[config.mk]
export PLATFORM = sky130hd
export DESIGN_NAME = multicycle_control
export DESIGN_NICKNAME = d
export VERILOG_FILES = /design/src/rtl/multicycle_control.sv
export SDC_FILE = /design/constraint.sdc
export NUM_CORES = 1
export LEC_CHECK = 0
export BUFFER_PORTS_ARGS = -buffer_cell sky130_fd_sc_hd__clkbuf_2
export CAP_MARGIN = 5
export CELL_PAD_IN_SITES_DETAIL_PLACEMENT = 1
export CELL_PAD_IN_SITES_GLOBAL_PLACEMENT = 1
export CORE_UTILIZATION = 32
export CTS_CLUSTER_DIAMETER = 40
export DETAILED_ROUTE_END_ITERATION = 7
export PLACE_DENSITY_LB_ADDON = 0.3
export SLEW_MARGIN = 20
export SYNTH_ARGS = -nofsm -noshare
export SYNTH_HDL_FRONTEND = slang
export SYNTH_SLANG_ARGS = --single-unit
[constraint.sdc]
create_clock -name clk -period 1.5 [get_ports clk]
set_input_delay 0.075 -clock clk [delete_from_list [all_inputs] [get_ports clk]]
set_output_delay 0.075 -clock clk [all_outputs]
set_load 0.01 [all_outputs]
[src/rtl/multicycle_control.sv]
// Main control FSM for a multi-cycle RV32I datapath (R/I ALU, lw, sw, beq).
// Shared memory port with ready handshake; watchdog and illegal-opcode trap into sticky FAULT.
module multicycle_control #(
   parameter int MEM_TIMEOUT = 15,
   parameter int CNT_W       = 4
) (
   input  logic       clk,
   input  logic       rst_n,
   input  logic [6:0] Opcode,
   input  logic       Zero,
   input  logic       mem_ready,
   output logic [1:0] ALUOp,
   output logic       ALUSrcA,
   output logic [1:0] ALUSrcB,
   output logic       IorD,
   output logic       MemRead,
   output logic       MemWrite,
   output logic       IRWrite,
   output logic       PCWrite,
   output logic       PCSrc,
   output logic       RegWrite,
   output logic       MemtoReg,
   output logic       retire,
   output logic       fault,
   output logic [1:0] fault_code,
   output logic [3:0] state
);

   localparam logic [3:0] S_IDLE      = 4'd0;
   localparam logic [3:0] S_FETCH     = 4'd1;
   localparam logic [3:0] S_DECODE    = 4'd2;
   localparam logic [3:0] S_MEM_ADDR  = 4'd3;
   localparam logic [3:0] S_MEM_READ  = 4'd4;
   localparam logic [3:0] S_MEM_WB    = 4'd5;
   localparam logic [3:0] S_MEM_WRITE = 4'd6;
   localparam logic [3:0] S_EXEC_R    = 4'd7;
   localparam logic [3:0] S_EXEC_I    = 4'd8;
   localparam logic [3:0] S_ALU_WB    = 4'd9;
   localparam logic [3:0] S_BRANCH    = 4'd10;
   localparam logic [3:0] S_FAULT     = 4'd11;

   localparam logic [6:0] OP_R  = 7'b0110011;
   localparam logic [6:0] OP_I  = 7'b0010011;
   localparam logic [6:0] OP_LW = 7'b0000011;
   localparam logic [6:0] OP_SW = 7'b0100011;
   localparam logic [6:0] OP_BR = 7'b1100011;

   localparam logic [1:0] FC_NONE = 2'b00;
   localparam logic [1:0] FC_ILL  = 2'b01;
   localparam logic [1:0] FC_TMO  = 2'b10;

   localparam logic [CNT_W-1:0] TMO_LAST = CNT_W'(MEM_TIMEOUT - 1);

   logic [3:0]       r_state;
   logic [3:0]       w_next_state;
   logic [CNT_W-1:0] r_wait_cnt;
   logic [1:0]       r_fault_code;
   logic [1:0]       w_new_code;
   logic             w_wait_state;
   logic             w_timeout;

   assign w_wait_state = (r_state == S_FETCH) || (r_state == S_MEM_READ) || (r_state == S_MEM_WRITE);
   // ready on the last allowed cycle still wins over the watchdog
   assign w_timeout    = w_wait_state && !mem_ready && (r_wait_cnt == TMO_LAST);

   // next-state and fault-cause selection
   always_comb begin
      w_next_state = r_state;
      w_new_code   = FC_NONE;
      case (r_state)
         S_IDLE:      w_next_state = S_FETCH;
         S_FETCH: begin
            if (mem_ready) begin
               w_next_state = S_DECODE;
            end else if (w_timeout) begin
               w_next_state = S_FAULT;
               w_new_code   = FC_TMO;
            end else begin
               w_next_state = S_FETCH;
            end
         end
         S_DECODE: begin
            case (Opcode)
               OP_R:         w_next_state = S_EXEC_R;
               OP_I:         w_next_state = S_EXEC_I;
               OP_LW, OP_SW: w_next_state = S_MEM_ADDR;
               OP_BR:        w_next_state = S_BRANCH;
               default: begin
                  w_next_state = S_FAULT;
                  w_new_code   = FC_ILL;
               end
            endcase
         end
         S_MEM_ADDR: begin
            if (Opcode == OP_LW) begin
               w_next_state = S_MEM_READ;
            end else begin
               w_next_state = S_MEM_WRITE;
            end
         end
         S_MEM_READ: begin
            if (mem_ready) begin
               w_next_state = S_MEM_WB;
            end else if (w_timeout) begin
               w_next_state = S_FAULT;
               w_new_code   = FC_TMO;
            end else begin
               w_next_state = S_MEM_READ;
            end
         end
         S_MEM_WB:    w_next_state = S_FETCH;
         S_MEM_WRITE: begin
            if (mem_ready) begin
               w_next_state = S_FETCH;
            end else if (w_timeout) begin
               w_next_state = S_FAULT;
               w_new_code   = FC_TMO;
            end else begin
               w_next_state = S_MEM_WRITE;
            end
         end
         S_EXEC_R, S_EXEC_I: w_next_state = S_ALU_WB;
         S_ALU_WB, S_BRANCH: w_next_state = S_FETCH;
         S_FAULT:     w_next_state = S_FAULT;
         default: begin
            w_next_state = S_FAULT;
            w_new_code   = FC_ILL;
         end
      endcase
   end

   // state register
   always_ff @(posedge clk or negedge rst_n) begin
      if (!rst_n) begin
         r_state <= S_IDLE;
      end else begin
         r_state <= w_next_state;
      end
   end

   // wait counter: clears on every state change, counts not-ready cycles
   always_ff @(posedge clk or negedge rst_n) begin
      if (!rst_n) begin
         r_wait_cnt <= {CNT_W{1'b0}};
      end else if (w_next_state != r_state) begin
         r_wait_cnt <= {CNT_W{1'b0}};
      end else if (w_wait_state && !mem_ready) begin
         r_wait_cnt <= r_wait_cnt + CNT_W'(1);
      end else begin
         r_wait_cnt <= r_wait_cnt;
      end
   end

   // first fault cause is kept until reset
   always_ff @(posedge clk or negedge rst_n) begin
      if (!rst_n) begin
         r_fault_code <= FC_NONE;
      end else if ((r_fault_code == FC_NONE) && (w_new_code != FC_NONE)) begin
         r_fault_code <= w_new_code;
      end else begin
         r_fault_code <= r_fault_code;
      end
   end

   // per-state control outputs, with Mealy terms in FETCH, MEM_WRITE and BRANCH
   always_comb begin
      ALUOp    = 2'b00;
      ALUSrcA  = 1'b0;
      ALUSrcB  = 2'b00;
      IorD     = 1'b0;
      MemRead  = 1'b0;
      MemWrite = 1'b0;
      IRWrite  = 1'b0;
      PCWrite  = 1'b0;
      PCSrc    = 1'b0;
      RegWrite = 1'b0;
      MemtoReg = 1'b0;
      retire   = 1'b0;
      case (r_state)
         S_FETCH: begin
            MemRead = 1'b1;
            ALUSrcB = 2'b01;
            IRWrite = mem_ready;
            PCWrite = mem_ready;
         end
         S_DECODE:   ALUSrcB = 2'b10;
         S_MEM_ADDR: begin
            ALUSrcA = 1'b1;
            ALUSrcB = 2'b10;
         end
         S_MEM_READ: begin
            MemRead = 1'b1;
            IorD    = 1'b1;
         end
         S_MEM_WB: begin
            RegWrite = 1'b1;
            MemtoReg = 1'b1;
            retire   = 1'b1;
         end
         S_MEM_WRITE: begin
            MemWrite = 1'b1;
            IorD     = 1'b1;
            retire   = mem_ready;
         end
         S_EXEC_R: begin
            ALUSrcA = 1'b1;
            ALUOp   = 2'b10;
         end
         S_EXEC_I: begin
            ALUSrcA = 1'b1;
            ALUSrcB = 2'b10;
            ALUOp   = 2'b10;
         end
         S_ALU_WB: begin
            RegWrite = 1'b1;
            retire   = 1'b1;
         end
         S_BRANCH: begin
            ALUSrcA = 1'b1;
            ALUOp   = 2'b01;
            PCSrc   = 1'b1;
            PCWrite = Zero;
            retire  = 1'b1;
         end
         default: ALUOp = 2'b00;
      endcase
   end

   assign fault      = (r_state == S_FAULT);
   assign fault_code = r_fault_code;
   assign state      = r_state;

endmodule

==> results.sh, run 1 <==
export IMPL_initial_utilization=0.348
export IMPL_grt_max_degree=14
export IMPL_end_kind="flop"
export IMPL_hpwlAfterDp_mm=3.04
export IMPL_stdcell_area_mm2=0.00188
export IMPL_synth_top_family_by_area="simple AND/OR/NAND/NOR gates"
export IMPL_antenna_cells=0
export IMPL_placed_area_mm2=0.00143
export IMPL_syn_area_per_cell_um2=7.81
export IMPL_synth_area_um2=992
export IMPL_port_buffers=31
export IMPL_drt_pass1_iterations=6
export IMPL_tightest_slew_ns=0.605
export IMPL_die_area_mm2=0.00333
export IMPL_max_freq_ghz=0.553
export IMPL_synth_common_cells="nor2_1, dfrtp_1, a21oi_1, nand2_1, nor3_1"
export IMPL_slew_headroom=0.593
export IMPL_yosysTopAreaCellShare=0.252
export IMPL_violations="design-rule violations, negative setup slack"
export IMPL_power_density_mw_per_mm2=2020
export IMPL_synth_largest_area_cell="dfrtp_1"
export IMPL_clockBufferDepth=2
export IMPL_remaining_drc_errors=3
export IMPL_p_switching_mw=1.88
export IMPL_clockPowerShare=0.077
export IMPL_crit_required_ns=1.68
export IMPL_ys_top_cells_by_area="dfrtp_1, nor2_1, a21oi_1, nor3_1, xnor2_1"
export IMPL_status="finished with violations"
export IMPL_drv_slew=0
export IMPL_cp_start_kind="flop"
export IMPL_synth_compound_area_share=0.288
export IMPL_drive_above_1_share=0.632
export IMPL_netSwitchingFraction=0.495
export IMPL_setup_slack_ns=-0.310
export IMPL_clkLatencyLatePin_ns=0.30
export IMPL_chipWidth_um=57.7
export IMPL_htree_levels=1
export IMPL_yosys_warnings=0
export IMPL_syn_to_final_growth_pct=89.3
export IMPL_synthCells=127
export IMPL_synth_main_ff_cell="dfrtp_1"
export IMPL_cts_root_buf="clkbuf_4"
export IMPL_final_hold_viol_count=0
export IMPL_wl_mm=5.32
export IMPL_first_iter_violations=85
export IMPL_leakagePower_nw=0.874
export IMPL_yosysMostFrequentCell="nor2_1"
export IMPL_coreArea_mm2=0.00285
export IMPL_synthAdderAreaFrac=0.0252
export IMPL_gp_congestion=0.896
export IMPL_worst_setup_path_type="reg -> reg"
export IMPL_vias=1369
export IMPL_grt_pass1_vias=1402
export IMPL_clock_sinks=10
export IMPL_clkTransAtPathRegs_ns=0.09
export IMPL_drv_cap=0
export IMPL_fin_nets=218
export IMPL_finalPower_mw=3.80
export IMPL_viasPerCell=5.83
export IMPL_arrival_ns=1.99
export IMPL_synth_xor_area_frac=0.0441
export IMPL_clock_skew_ns=0.00575
export IMPL_finalSetupViolCount=16
export IMPL_synth_edf_count=0
export IMPL_period_needed_ns=1.81
export IMPL_max_vdd_ir_drop_mv=1.13
export IMPL_tns_ns=-3.06
export IMPL_p_comb_frac=0.815
export IMPL_cts_tree="yes"
export IMPL_antenna_found_initial=0
export IMPL_hp_class="in -> async"
export IMPL_finalHoldWorstSlack_ns=0.182
export IMPL_overflow=0
export IMPL_grtUsageTotal=0.282
export IMPL_final_core_util=0.658
export IMPL_die_h_um=57.7
export IMPL_async_reset_ff_frac=1.00
export IMPL_finalCritPeriodShare=1.21
export IMPL_worstPathMaxFanout=5
export IMPL_grt_pass1_wl_mm=7.08
export IMPL_ys_ff_latch=10
export IMPL_synth_cell_types=47
export IMPL_synthSimpleGateAreaFrac=0.309
export IMPL_pin_count=32
export IMPL_wl_per_cell_um=22.6
export IMPL_rows=19
export IMPL_p_seq_frac=0.108
export IMPL_numCtsBuffers=3
export IMPL_ys_seq_area_frac=0.252
export IMPL_internal_power_mw=1.92
export IMPL_drtAntennaViolNets=0
export IMPL_rsz0062_at_grt="true"
export IMPL_synth_fp_nets=140
export IMPL_muxShareOfSynthArea=0.0101
timing repair:
item                                    CTS  global route
buffers inserted                          6             9
endpoints found under the setup margin   22            24
gates resized for setup                  18            57
hold buffers                              1             0
endpoints found under the hold margin    10             0
pin swaps                                 4             9
path summary, 6_finish.rpt:
check | from | endpoint | slack, ns | cells after the start
max in group asynchronous | rst_n | state[3] | 1.06 | 2
worst max-delay path | state[3] | r_wait_cnt[2] | -0.31 | 7
worst max register to register | state[3] | r_wait_cnt[2] | -0.31 | 7
worst min register to register | fault_code[1] | fault_code[1] | 0.51 | 1
worst min-delay path | rst_n | fault_code[1] | 0.18 | 2
min in group clk | mem_ready | state[0] | 0.21 | 3
per-layer routing:
| layer | global-route usage | vias to the layer above | wire length (um) |
|---|---|---|---|
| li1 | - | 625 | - |
| met1 | 0.320 | 667 | 2220 |
| met2 | 0.530 | 62 | 2620 |
| met3 | 0.0246 | 15 | 267 |
| met4 | 0.136 | 0 | 206 |
| met5 | 0 | - | 0 |
flip-flops by register name, summed over array words and instances, names as in the netlist:
name / count
r_wait_cnt: 4
state: 4
fault_code: 2
stage by stage:
step                worst slack, ns  cells
detailed placement           -0.173    216
finish                       -0.310    235
global route                 -0.366    235
CTS                          -0.200    227
global placement            -0.0861    216
floorplan                   -0.0806    127
power by group through the flow:
| stage | Combinational, mW | Sequential, mW | Clock [mW] |
|---|---|---|---|
| floorplan | 1.19 | 0.402 | 0 |
| global placement | 1.94 | 0.428 | 0 |
| detailed placement | 2.03 | 0.431 | 0 |
| CTS | 2.32 | 0.411 | 0.256 |
| global route | 3.26 | 0.412 | 0.292 |
| finish | 3.10 | 0.409 | 0.292 |
worst max-delay path, cell delays in order, from the launching register on:
cell and delay, ns:
dfrtp_2 0.44, buf_6 0.14, nand4b_1 0.26, buf_4 0.22, a21oi_4 0.15, nor2_4 0.08, a31oi_4 0.32, nor3_2 0.08
cells by family after synthesis:
family / Yosys count
simple gates: 51
flops: 10
compound gates: 42
mux: 1
buf+inv: 16
fa+ha+maj: 2
xor+xnor: 5
cell usage in the layout (no fill, tap or decap), types with 2 or more instances in the layout:
cell,instances
buf_4,37
clkbuf_2,24
buf_6,14
nor2_1,8
buf_2,7
nand2_1,6
a21oi_1,6
dfrtp_1,6
nor2_4,4
o22ai_1,4
a21o_1,4
o21ai_1,4
dfrtp_2,4
nor3_1,3
o21a_1,3
inv_1,3
nor3_2,3
clkbuf_4,3
nand2_2,2
nand2b_4,2
inv_2,2
nand2b_1,2
nor3_4,2
or3b_1,2
nand3b_1,2
xnor2_2,2
o31ai_1,2
a21oi_2,2
o311ai_2,2
nor2_2,2
xnor2_1,2
area by class of cell:
class / count / area, um^2
Fill cell: 331 / 975
Clock buffer: 4 / 36.3
Inverter: 6 / 26.3
Timing Repair Buffer: 83 / 601
Sequential cell: 10 / 255
Tap cell: 31 / 38.8
Multi-Input combinational cell: 101 / 921
No activity file was read; power rests on OpenSTA's default activity.
==> inputs of run 2 (changes only) <==
--- a/config.mk
+++ b/config.mk
@@ -9,10 +9,12 @@
 export CAP_MARGIN = 5
 export CELL_PAD_IN_SITES_DETAIL_PLACEMENT = 1
 export CELL_PAD_IN_SITES_GLOBAL_PLACEMENT = 1
+export CORE_MARGIN = 8
 export CORE_UTILIZATION = 32
 export CTS_CLUSTER_DIAMETER = 40
+export CTS_CLUSTER_SIZE = 14
 export DETAILED_ROUTE_END_ITERATION = 7
-export PLACE_DENSITY_LB_ADDON = 0.3
+export PLACE_DENSITY_LB_ADDON = 0.1
 export SLEW_MARGIN = 20
 export SYNTH_ARGS = -nofsm -noshare
 export SYNTH_HDL_FRONTEND = slang
==> run 2 against run 1 <==
The flow finishes with violations (negative setup slack). Critical path depth unchanged. Register-to-register slack got worse by 0.02 ns. Combinational power grew 25%. Die area is 54% higher. Flip-flop and latch count is the same. Core utilization grew 5.8 points. First-iteration DRC count grew 7.1%. Worst hold slack better by 0.035 ns. Non-clock buffer count up 14. Largest power group unchanged.
==> results.sh, run 2 (synthesis gave the netlist of run 1 again) <==
export IMPL_drive_above_1_share=0.688
export IMPL_end_kind="flop"
export IMPL_finalSetupViolCount=23
export IMPL_finalHoldWorstSlack_ns=0.217
export IMPL_drtAntennaViolNets=0
export IMPL_clock_sinks=10
export IMPL_port_buffers=31
export IMPL_rsz0062_at_grt="true"
export IMPL_place_inst=217
export IMPL_critical_path_cell_chain="buf_4 -> nand4b_1 -> buf_4 -> a21oi_4 -> nor2_4 -> a31oi_4 -> nor3_2"
export IMPL_worst_setup_path_type="reg -> reg"
export IMPL_pin_count=32
export IMPL_grt_pass1_vias=1508
export IMPL_worstPathMaxFanout=4
export IMPL_drv_cap=0
export IMPL_initial_utilization=0.330
export IMPL_clockBufferDepth=2
export IMPL_max_vdd_ir_drop_mv=0.904
export IMPL_worst_hold_path_endpoint="state[1]"
export IMPL_slew_headroom=0.619
export IMPL_cts_root_buf="clkbuf_4"
export IMPL_r2r_end="r_wait_cnt[1]"
export IMPL_hp_class="in -> reg"
export IMPL_leakagePower_nw=0.970
export IMPL_placed_area_mm2=0.00143
export IMPL_grtUsageTotal=0.187
export IMPL_fin_nets=232
export IMPL_gp_congestion=0.858
export IMPL_coreArea_mm2=0.00300
export IMPL_final_hold_viol_count=0
export IMPL_worst_path_most_repeated_cell="buf_4"
export IMPL_status="finished with violations"
export IMPL_tns_ns=-3.85
export IMPL_vias=1466
export IMPL_first_iter_violations=91
export IMPL_wl_mm=6.43
export IMPL_clkLatencyLatePin_ns=0.28
export IMPL_syn_to_final_growth_pct=117
export IMPL_clkTransAtPathRegs_ns=0.08
export IMPL_critical_path_max_stage_delay_ns=0.46
export IMPL_grt_max_degree=14
export IMPL_htree_levels=1
export IMPL_drv_slew=0
export IMPL_finalCritPeriodShare=1.22
export IMPL_final_common_cell="buf_4"
export IMPL_antenna_cells=0
export IMPL_cts_tree="yes"
export IMPL_clock_skew_ns=0.0126
export IMPL_tightest_slew_ns=0.567
export IMPL_power_density_mw_per_mm2=2120
export IMPL_chipWidth_um=71.7
export IMPL_r2r_cells=7
export IMPL_remaining_drc_errors=0
export IMPL_fin_cells=251
export IMPL_die_h_um=71.7
export IMPL_hpwlAfterDp_mm=3.04
export IMPL_reg2reg_setup_slack_ns=-0.33
export IMPL_numCtsBuffers=3
export IMPL_die_area_mm2=0.00514
export IMPL_arrival_ns=1.98
export IMPL_period_needed_ns=1.83
export IMPL_drt_pass1_iterations=4
export IMPL_final_core_util=0.716
export IMPL_final_cell_mix="buf_4, clkbuf_2, buf_6, dfrtp_1, buf_2"
export IMPL_violations="negative setup slack"
export IMPL_wl_per_cell_um=25.6
export IMPL_viasPerCell=5.84
export IMPL_antenna_found_initial=0
export IMPL_overflow=0
export IMPL_stdcell_area_mm2=0.00215
export IMPL_grt_pass1_wl_mm=7.61
export IMPL_cpMaxStageDelayCell="dfrtp_2"
export IMPL_nFillCells=298
export IMPL_hold_depth=3
export IMPL_hp_start="mem_ready"
export IMPL_setup_slack_ns=-0.331
export IMPL_r2r_start="state[3]"
export IMPL_crit_required_ns=1.65
export IMPL_rows=20
export IMPL_cp_start_kind="flop"
export IMPL_max_freq_ghz=0.546
run 2: cell types whose count changed in the layout (fill, tap and decap cells not counted), moves of 4 or more:
cell | before | now
clkbuf_2 | 24 | 19
buf_8 | 0 | 4
buf_4 | 37 | 45
buf_6 | 14 | 18
run 2: layout make-up:
class	count	area, um^2	share of cell area
sequential	10	253	0.118
clock buffer	4	36.3	0.0169
multi-input combinational	101	1000	0.467
tap	33	41.3	0.0192
timing repair buffer	97	786	0.366
inverter	6	28.8	0.0134
run 2: metal layers:
layer	up-vias	GRT usage	share of wire
li1	647	-	-
met1	739	0.202	0.39
met2	61	0.346	0.52
met3	19	0.0474	0.055
met4	0	0.0544	0.032
met5	-	0	0
run 2: timing repair:
item / CTS / global route
resized for setup: 62 / 49
setup endpoints to repair: 21 / 24
gates cloned: 1 / 0
endpoints found under the hold margin: 10 / 0
hold buffers: 1 / 0
setup buffers: 15 / 15
pin swaps: 17 / 15
run 2: stage by stage:
| stage | power [mW] | setup WS, ns |
|---|---|---|
| 6_report | 4.56 | -0.331 |
| 5_1_grt | 4.73 | -0.371 |
| 2_1_floorplan | 1.59 | -0.0806 |
| 3_3_place_gp | 2.36 | -0.126 |
| 4_1_cts | 3.57 | -0.199 |
| 3_5_place_dp | 2.41 | -0.206 |
run 2: worst max-delay path, delay by kind of cell (launching register included):
kind | cells | cell delay [ns]
simple gates | 3 | 0.42
flops | 1 | 0.46
buf+inv | 2 | 0.39
compound gates | 2 | 0.43
run 2: worst max path at each step:
stage / slack [ns] / cells past startpoint / from / end
floorplan: -0.08 / 6 / state[1] / r_wait_cnt[2]
global placement: -0.13 / 6 / state[3] / r_wait_cnt[0]
detailed placement: -0.21 / 6 / state[3] / r_wait_cnt[1]
CTS: -0.20 / 6 / state[1] / PCWrite
global route: -0.37 / 7 / state[1] / r_wait_cnt[2]
finish: -0.33 / 7 / state[3] / r_wait_cnt[1]
run 2: where the power goes:
group	leakage (nW)	total [mW]	switching, mW	internal (mW)
Combinational	0.825	3.89	2.00	1.89
Sequential	0.125	0.419	0.0907	0.328
Clock	0.0210	0.254	0.106	0.148
